$ cat src/rtl/mem_stage_lsu.sv
// MEM pipeline stage: registers ALU results toward WB and runs byte-serial,
// little-endian loads/stores over an 8-bit memory-controller port.
module mem_stage_lsu #(
    parameter int unsigned XLEN       = 32,
    parameter int unsigned REG_ADDR_W = 5,
    parameter int unsigned ADDR_W     = 32
) (
    input  logic                  clk,
    input  logic                  rst,
    input  logic                  rdy,
    input  logic                  ex_valid_i,
    input  logic [1:0]            mem_op_i,
    input  logic [1:0]            mem_size_i,
    input  logic                  mem_unsigned_i,
    input  logic [XLEN-1:0]       mem_addr_i,
    input  logic [XLEN-1:0]       mem_wdata_i,
    input  logic [XLEN-1:0]       rd_data_i,
    input  logic [REG_ADDR_W-1:0] rd_addr_i,
    input  logic                  rd_enable_i,
    output logic                  mc_req_o,
    output logic                  mc_we_o,
    output logic [ADDR_W-1:0]     mc_addr_o,
    output logic [7:0]            mc_wdata_o,
    input  logic                  mc_ack_i,
    input  logic [7:0]            mc_rdata_i,
    output logic [XLEN-1:0]       rd_data_o,
    output logic [REG_ADDR_W-1:0] rd_addr_o,
    output logic                  rd_enable_o,
    output logic                  stall_o
);
    localparam int unsigned NB = XLEN / 8;

    typedef enum logic {IDLE, BUSY} state_t;

    state_t                  state_q, state_d;
    logic [2:0]              cnt_q, cnt_d;
    logic [XLEN-1:0]         lbuf_q, lbuf_d;
    logic [XLEN-1:0]         rd_data_q, rd_data_d;
    logic [REG_ADDR_W-1:0]   rd_addr_q, rd_addr_d;
    logic                    rd_en_q, rd_en_d;
    logic                    mc_req_q, mc_req_d;
    logic                    mc_we_q, mc_we_d;
    logic [ADDR_W-1:0]       mc_addr_q, mc_addr_d;
    logic [7:0]              mc_wdata_q, mc_wdata_d;
    logic                    stall;

    int unsigned             nbytes;
    logic [2:0]              last_idx;
    logic [ADDR_W-1:0]       base_addr;
    logic [XLEN-1:0]         asm_val;
    logic [XLEN-1:0]         ext_val;
    logic                    sign_bit;
    logic [7:0]              wbyte_next;
    logic                    is_mem;

    always_comb begin
        unique case (mem_size_i)
            2'd0:    nbytes = 1;
            2'd1:    nbytes = 2;
            2'd2:    nbytes = 4;
            default: nbytes = (XLEN == 64) ? 8 : 4;
        endcase
        if (nbytes > NB) nbytes = NB;
        last_idx  = 3'(nbytes - 1);
        base_addr = ADDR_W'(mem_addr_i);
        is_mem    = ex_valid_i && (mem_op_i == 2'd1 || mem_op_i == 2'd2);
    end

    // Load buffer with the incoming byte merged in, so the final ack can
    // write back the complete value in the same cycle.
    always_comb begin
        asm_val    = '0;
        ext_val    = '0;
        wbyte_next = '0;
        sign_bit   = 1'b0;
        for (int unsigned i = 0; i < NB; i++) begin
            asm_val[8*i +: 8] = (32'(cnt_q) == i) ? mc_rdata_i : lbuf_q[8*i +: 8];
            if (32'(cnt_q) + 1 == i) wbyte_next = mem_wdata_i[8*i +: 8];
        end
        for (int unsigned i = 0; i < XLEN; i++) begin
            if (i == 8 * nbytes - 1) sign_bit = asm_val[i];
        end
        for (int unsigned i = 0; i < XLEN; i++) begin
            ext_val[i] = (i < 8 * nbytes) ? asm_val[i] : (sign_bit & ~mem_unsigned_i);
        end
    end

    always_comb begin
        state_d    = state_q;
        cnt_d      = cnt_q;
        lbuf_d     = lbuf_q;
        rd_data_d  = rd_data_q;
        rd_addr_d  = rd_addr_q;
        rd_en_d    = rd_en_q;
        mc_req_d   = mc_req_q;
        mc_we_d    = mc_we_q;
        mc_addr_d  = mc_addr_q;
        mc_wdata_d = mc_wdata_q;
        stall      = 1'b1;
        if (rdy) begin
            unique case (state_q)
                IDLE: begin
                    stall   = 1'b0;
                    rd_en_d = 1'b0;
                    if (is_mem) begin
                        stall      = 1'b1;
                        state_d    = BUSY;
                        cnt_d      = '0;
                        mc_req_d   = 1'b1;
                        mc_we_d    = (mem_op_i == 2'd2);
                        mc_addr_d  = base_addr;
                        mc_wdata_d = mem_wdata_i[7:0];
                    end else if (ex_valid_i) begin
                        rd_data_d = rd_data_i;
                        rd_addr_d = rd_addr_i;
                        rd_en_d   = rd_enable_i;
                    end
                end
                BUSY: begin
                    rd_en_d = 1'b0;
                    if (mc_ack_i) begin
                        lbuf_d = asm_val;
                        if (cnt_q < last_idx) begin
                            cnt_d      = cnt_q + 3'd1;
                            mc_addr_d  = base_addr + ADDR_W'(cnt_q + 3'd1);
                            mc_wdata_d = wbyte_next;
                        end else begin
                            stall    = 1'b0;
                            state_d  = IDLE;
                            cnt_d    = '0;
                            mc_req_d = 1'b0;
                            mc_we_d  = 1'b0;
                            if (!mc_we_q) begin
                                rd_data_d = ext_val;
                                rd_addr_d = rd_addr_i;
                                rd_en_d   = rd_enable_i;
                            end
                        end
                    end
                end
                default: state_d = IDLE;
            endcase
        end
        if (!rst) stall = 1'b0;
    end

    always_ff @(posedge clk or negedge rst) begin
        if (!rst) begin
            state_q    <= IDLE;
            cnt_q      <= '0;
            lbuf_q     <= '0;
            rd_data_q  <= '0;
            rd_addr_q  <= '0;
            rd_en_q    <= 1'b0;
            mc_req_q   <= 1'b0;
            mc_we_q    <= 1'b0;
            mc_addr_q  <= '0;
            mc_wdata_q <= '0;
        end else begin
            state_q    <= state_d;
            cnt_q      <= cnt_d;
            lbuf_q     <= lbuf_d;
            rd_data_q  <= rd_data_d;
            rd_addr_q  <= rd_addr_d;
            rd_en_q    <= rd_en_d;
            mc_req_q   <= mc_req_d;
            mc_we_q    <= mc_we_d;
            mc_addr_q  <= mc_addr_d;
            mc_wdata_q <= mc_wdata_d;
        end
    end

    assign mc_req_o    = mc_req_q;
    assign mc_we_o     = mc_we_q;
    assign mc_addr_o   = mc_addr_q;
    assign mc_wdata_o  = mc_wdata_q;
    assign rd_data_o   = rd_data_q;
    assign rd_addr_o   = rd_addr_q;
    assign rd_enable_o = rd_en_q;
    assign stall_o     = stall;

endmodule

$ cat config.mk
export PLATFORM = sky130hd
export DESIGN_NAME = mem_stage_lsu
export DESIGN_NICKNAME = d
export VERILOG_FILES = /design/src/rtl/mem_stage_lsu.sv
export SDC_FILE = /design/constraint.sdc
export NUM_CORES = 1
export LEC_CHECK = 0
export BUFFER_PORTS_ARGS = -buffer_cell sky130_fd_sc_hd__buf_4
export CAP_MARGIN = 10
export CORE_ASPECT_RATIO = 0.9
export CORE_MARGIN = 3
export CORE_UTILIZATION = 47
export DETAILED_ROUTE_END_ITERATION = 16
export PLACE_DENSITY = 0.77
export SLEW_MARGIN = 20
export SYNTH_ARGS = -nofsm -noshare
export SYNTH_HDL_FRONTEND = slang
export SYNTH_SLANG_ARGS = --single-unit
$ cat constraint.sdc
create_clock -name clk -period 2.3 [get_ports clk]
set_input_delay 0.345 -clock clk [delete_from_list [all_inputs] [get_ports clk]]
set_output_delay 0.345 -clock clk [all_outputs]
set_load 0.03 [all_outputs]
==> run metrics <==
outcome=finished with violations; failing checks=negative setup slack; Final ANT Viol Nets=0; worst path cell trace=buf_12 -> nor2_4 -> inv_2 -> ha_4 -> xnor2_4 -> ha_4 -> a21oi_4 -> o21ai_2 -> o21ai_2 -> o21a_4 -> buf_6; CTS tree=yes; worst hold path class=in -> async; Clock Path Buffers=2; kind of critical path=in -> out; gr usage total=26.0%; clock skew=9.09 ps; Slew @ Worst Pin=696 ps; RSZ-0062 raised after global routing=yes; Max transition margin=53.6%; vias per cell=5.75; final net count=1049; PnR worst setup slack=-53.7 ps; Initial Utilization=48.6%; initial antenna violation count=0; Slew Viols, Final=0; Synth top area share=44.4%; Routed WL=20800 µm; WP buf/inv=3; Yosys cell types=55; Congestion Overflow GR=0; io pins=201; layout cells sized above 1=45.9%; Final Setup Violations=2; DIE HEIGHT=118 µm; DRC errors left=0; Area contributors post-synth=dfrtp_1 (44%), mux2_2 (8.1%), a21oi_1 (3.9%), nor2_1 (3.3%), ha_1 (3.1%); Post-synth top cells=dfrtp_1 (116), nor2_1 (58), a21oi_1 (51), nand2_1 (50), mux2_2 (47); CTS clock-pin slew for the worst setup and hold paths=50 ps; cts hold-fix bufs=0; Final min period=2350 ps; crit path launch type=input pin; Core Rows=40; first-pass GRT wire length=31900 µm; crit share post-route=102%; WL per Instance=19.0 µm; Synth Instances=665; Leakage=4.40 nW; vias in the first global route=6486; CTS H-tree depth=4; global placement routability congestion=0.892; critical path peak fanout=3; HPWL Detailed=14400 µm; Cell Pwr Density=1420 nW/µm²; synth warn=0; latest clock arrival within the worst-skew pair=410 ps; maxcap violations=0; largest net degree at the start of global routing=117; Post-synth EDFFs=0; drt pass-1 iters=5; Overall Power=0.0138 W; Synthesized Nets=802; final hold viol count=0; Synth Flop Type=dfrtp_1; slowest cell on the critical path=ha_4; Inst Count DP=1047; reg2reg start=cnt_q[0]$_DFFE_PN0P_; sequential share of the synthesized area=44.4%; # diodes=0; CTS Sinks=116; FF+latch count, synth=116; slack of the worst reg-to-reg path=0 ps; Syn Area/Cell=9.84 µm²; cts bufs inserted=17; CORE AREA=13500 µm²; IO buf count=200; Peak VDD IR=788 µV; 1st-iter DRT viols=580; area leader, netlist=dfrtp_1; Place WS=-259 ps; die width=130 µm; CP required=1960 ps; vias=6288; CTS root buf=clkbuf_16; Syn-to-layout area delta=48.7%; RR Endpoint=mc_addr_o[10]$_DFFE_PN0P_; family with the most delay on the worst path=compound AO/OA/AOI/OAI gates; Crit. End Element=primary output; cell with the most instances after synthesis=dfrtp_1; fmax=0.425 GHz; asr flop ratio synth=100%; crit path DAT=2010 ps; fin cells=1093; Reg2Reg Depth=11; DIE AREA=15400 µm²; critical path's largest stage delay=240 ps; Cell Area, Synth=6540 µm²; Min Hold Slack=9.21 ps
final cells by class:
| cell class | count | area, µm² |
|---|---|---|
| multi-input cells | 471 | 3660 |
| repair buffers | 267 | 2120 |
| flip-flops and latches | 116 | 2910 |
| inverters | 39 | 151 |
| clock inverters | 10 | 200 |
| well taps | 168 | 210 |
| fillers | 899 | 3740 |
| clock buffers | 22 | 474 |
cells in the final DEF, fill, tap and decap left out, drive strengths merged, types with 3 or more instances in the layout:
master and instances:
a211oi 4, a21oi 51, a221o 8, a22oi 9, a311oi 7, a31oi 15, buf 267, bufinv 6
clkbuf 22, clkinv 4, dfrtp 116, ha 16, inv 39, mux2 47, mux2i 15, nand2 50
nand2b 15, nand3 14, nand4 14, nor2 63, nor2b 3, nor3 5, o211ai 9, o21a 9
o21ai 25, o221ai 11, o22ai 25, or2 4, or3 6, xnor2 11, xor2 16
metrics by stage:
| stage | TNS (ps) | util, % | instance area (µm²) |
|---|---|---|---|
| floorplan | -61.8 | - | 6640 |
| global placement | -4710 | 63.6 | 8570 |
| detailed placement | -8560 | 63.6 | 8570 |
| CTS | -16.0 | 70.9 | 9550 |
| global route | -804 | 72.2 | 9730 |
| finish | -57.3 | 72.2 | 9730 |
worst max-delay path by stage:
stage / start / end / slack, ps / cells past startpoint
CTS: cnt_q[0]$_DFFE_PN0P_ / mc_addr_o[26]$_DFFE_PN0P_ / -10 / 10
finish: mem_size_i[0] / stall_o / -50 / 11
global route: mem_size_i[0] / stall_o / -100 / 11
detailed placement: mem_size_i[0] / stall_o / -260 / 12
global placement: mem_size_i[1] / stall_o / -200 / 11
floorplan: mem_size_i[0] / rd_data_o[24]$_DFFE_PN0P_ / -20 / 11
layer usage:
layer | up-vias | part of all wire, % | GRT usage [%]
met4 | 0 | 2.7 | 8.74
met1 | 3080 | 39 | 31.5
met2 | 260 | 51 | 45.1
li1 | 2896 | - | -
met3 | 52 | 7.6 | 6.13
met5 | - | 0 | 0
cells by family (layout without fill, tap and decap cells):
kind of cell,after synthesis,count (layout),synth area share (%)
and+or+nand+nor,186,186,14.1
AOI/OAI and AO/OA,179,179,18.7
DFF,116,116,44.4
buffers and inverters,78,338,5.47
muxes,62,62,10.4
xor gates and xnor gates,27,27,3.61
adders and majority gates,17,17,3.37
flip-flops by register name (all words and copies together), names as in the netlist:
register and flops:
cnt_q 3, rd_addr_o 5, mc_addr_o 32, mc_req_o 1, state_q 1, mc_wdata_o 8, lbuf_q 32, mc_we_o 1
rd_data_o 32, rd_enable_o 1
report_power, final:
part / switching [W] / internal [W] / leakage, nW
Sequential: 0.000605 / 0.00301 / 1.35
Combinational: 0.00399 / 0.00319 / 2.72
Clock: 0.000919 / 0.00211 / 0.334
Total: 0.00551 / 0.00831 / 4.40
timing repair:
| action | CTS | global route |
|---|---|---|
| pin swaps | 25 | 36 |
| resized for setup | 41 | 30 |
| setup buffers | 11 | 4 |
| endpoints found under the setup margin | 27 | 41 |
(Power assumes the default switching activity.)
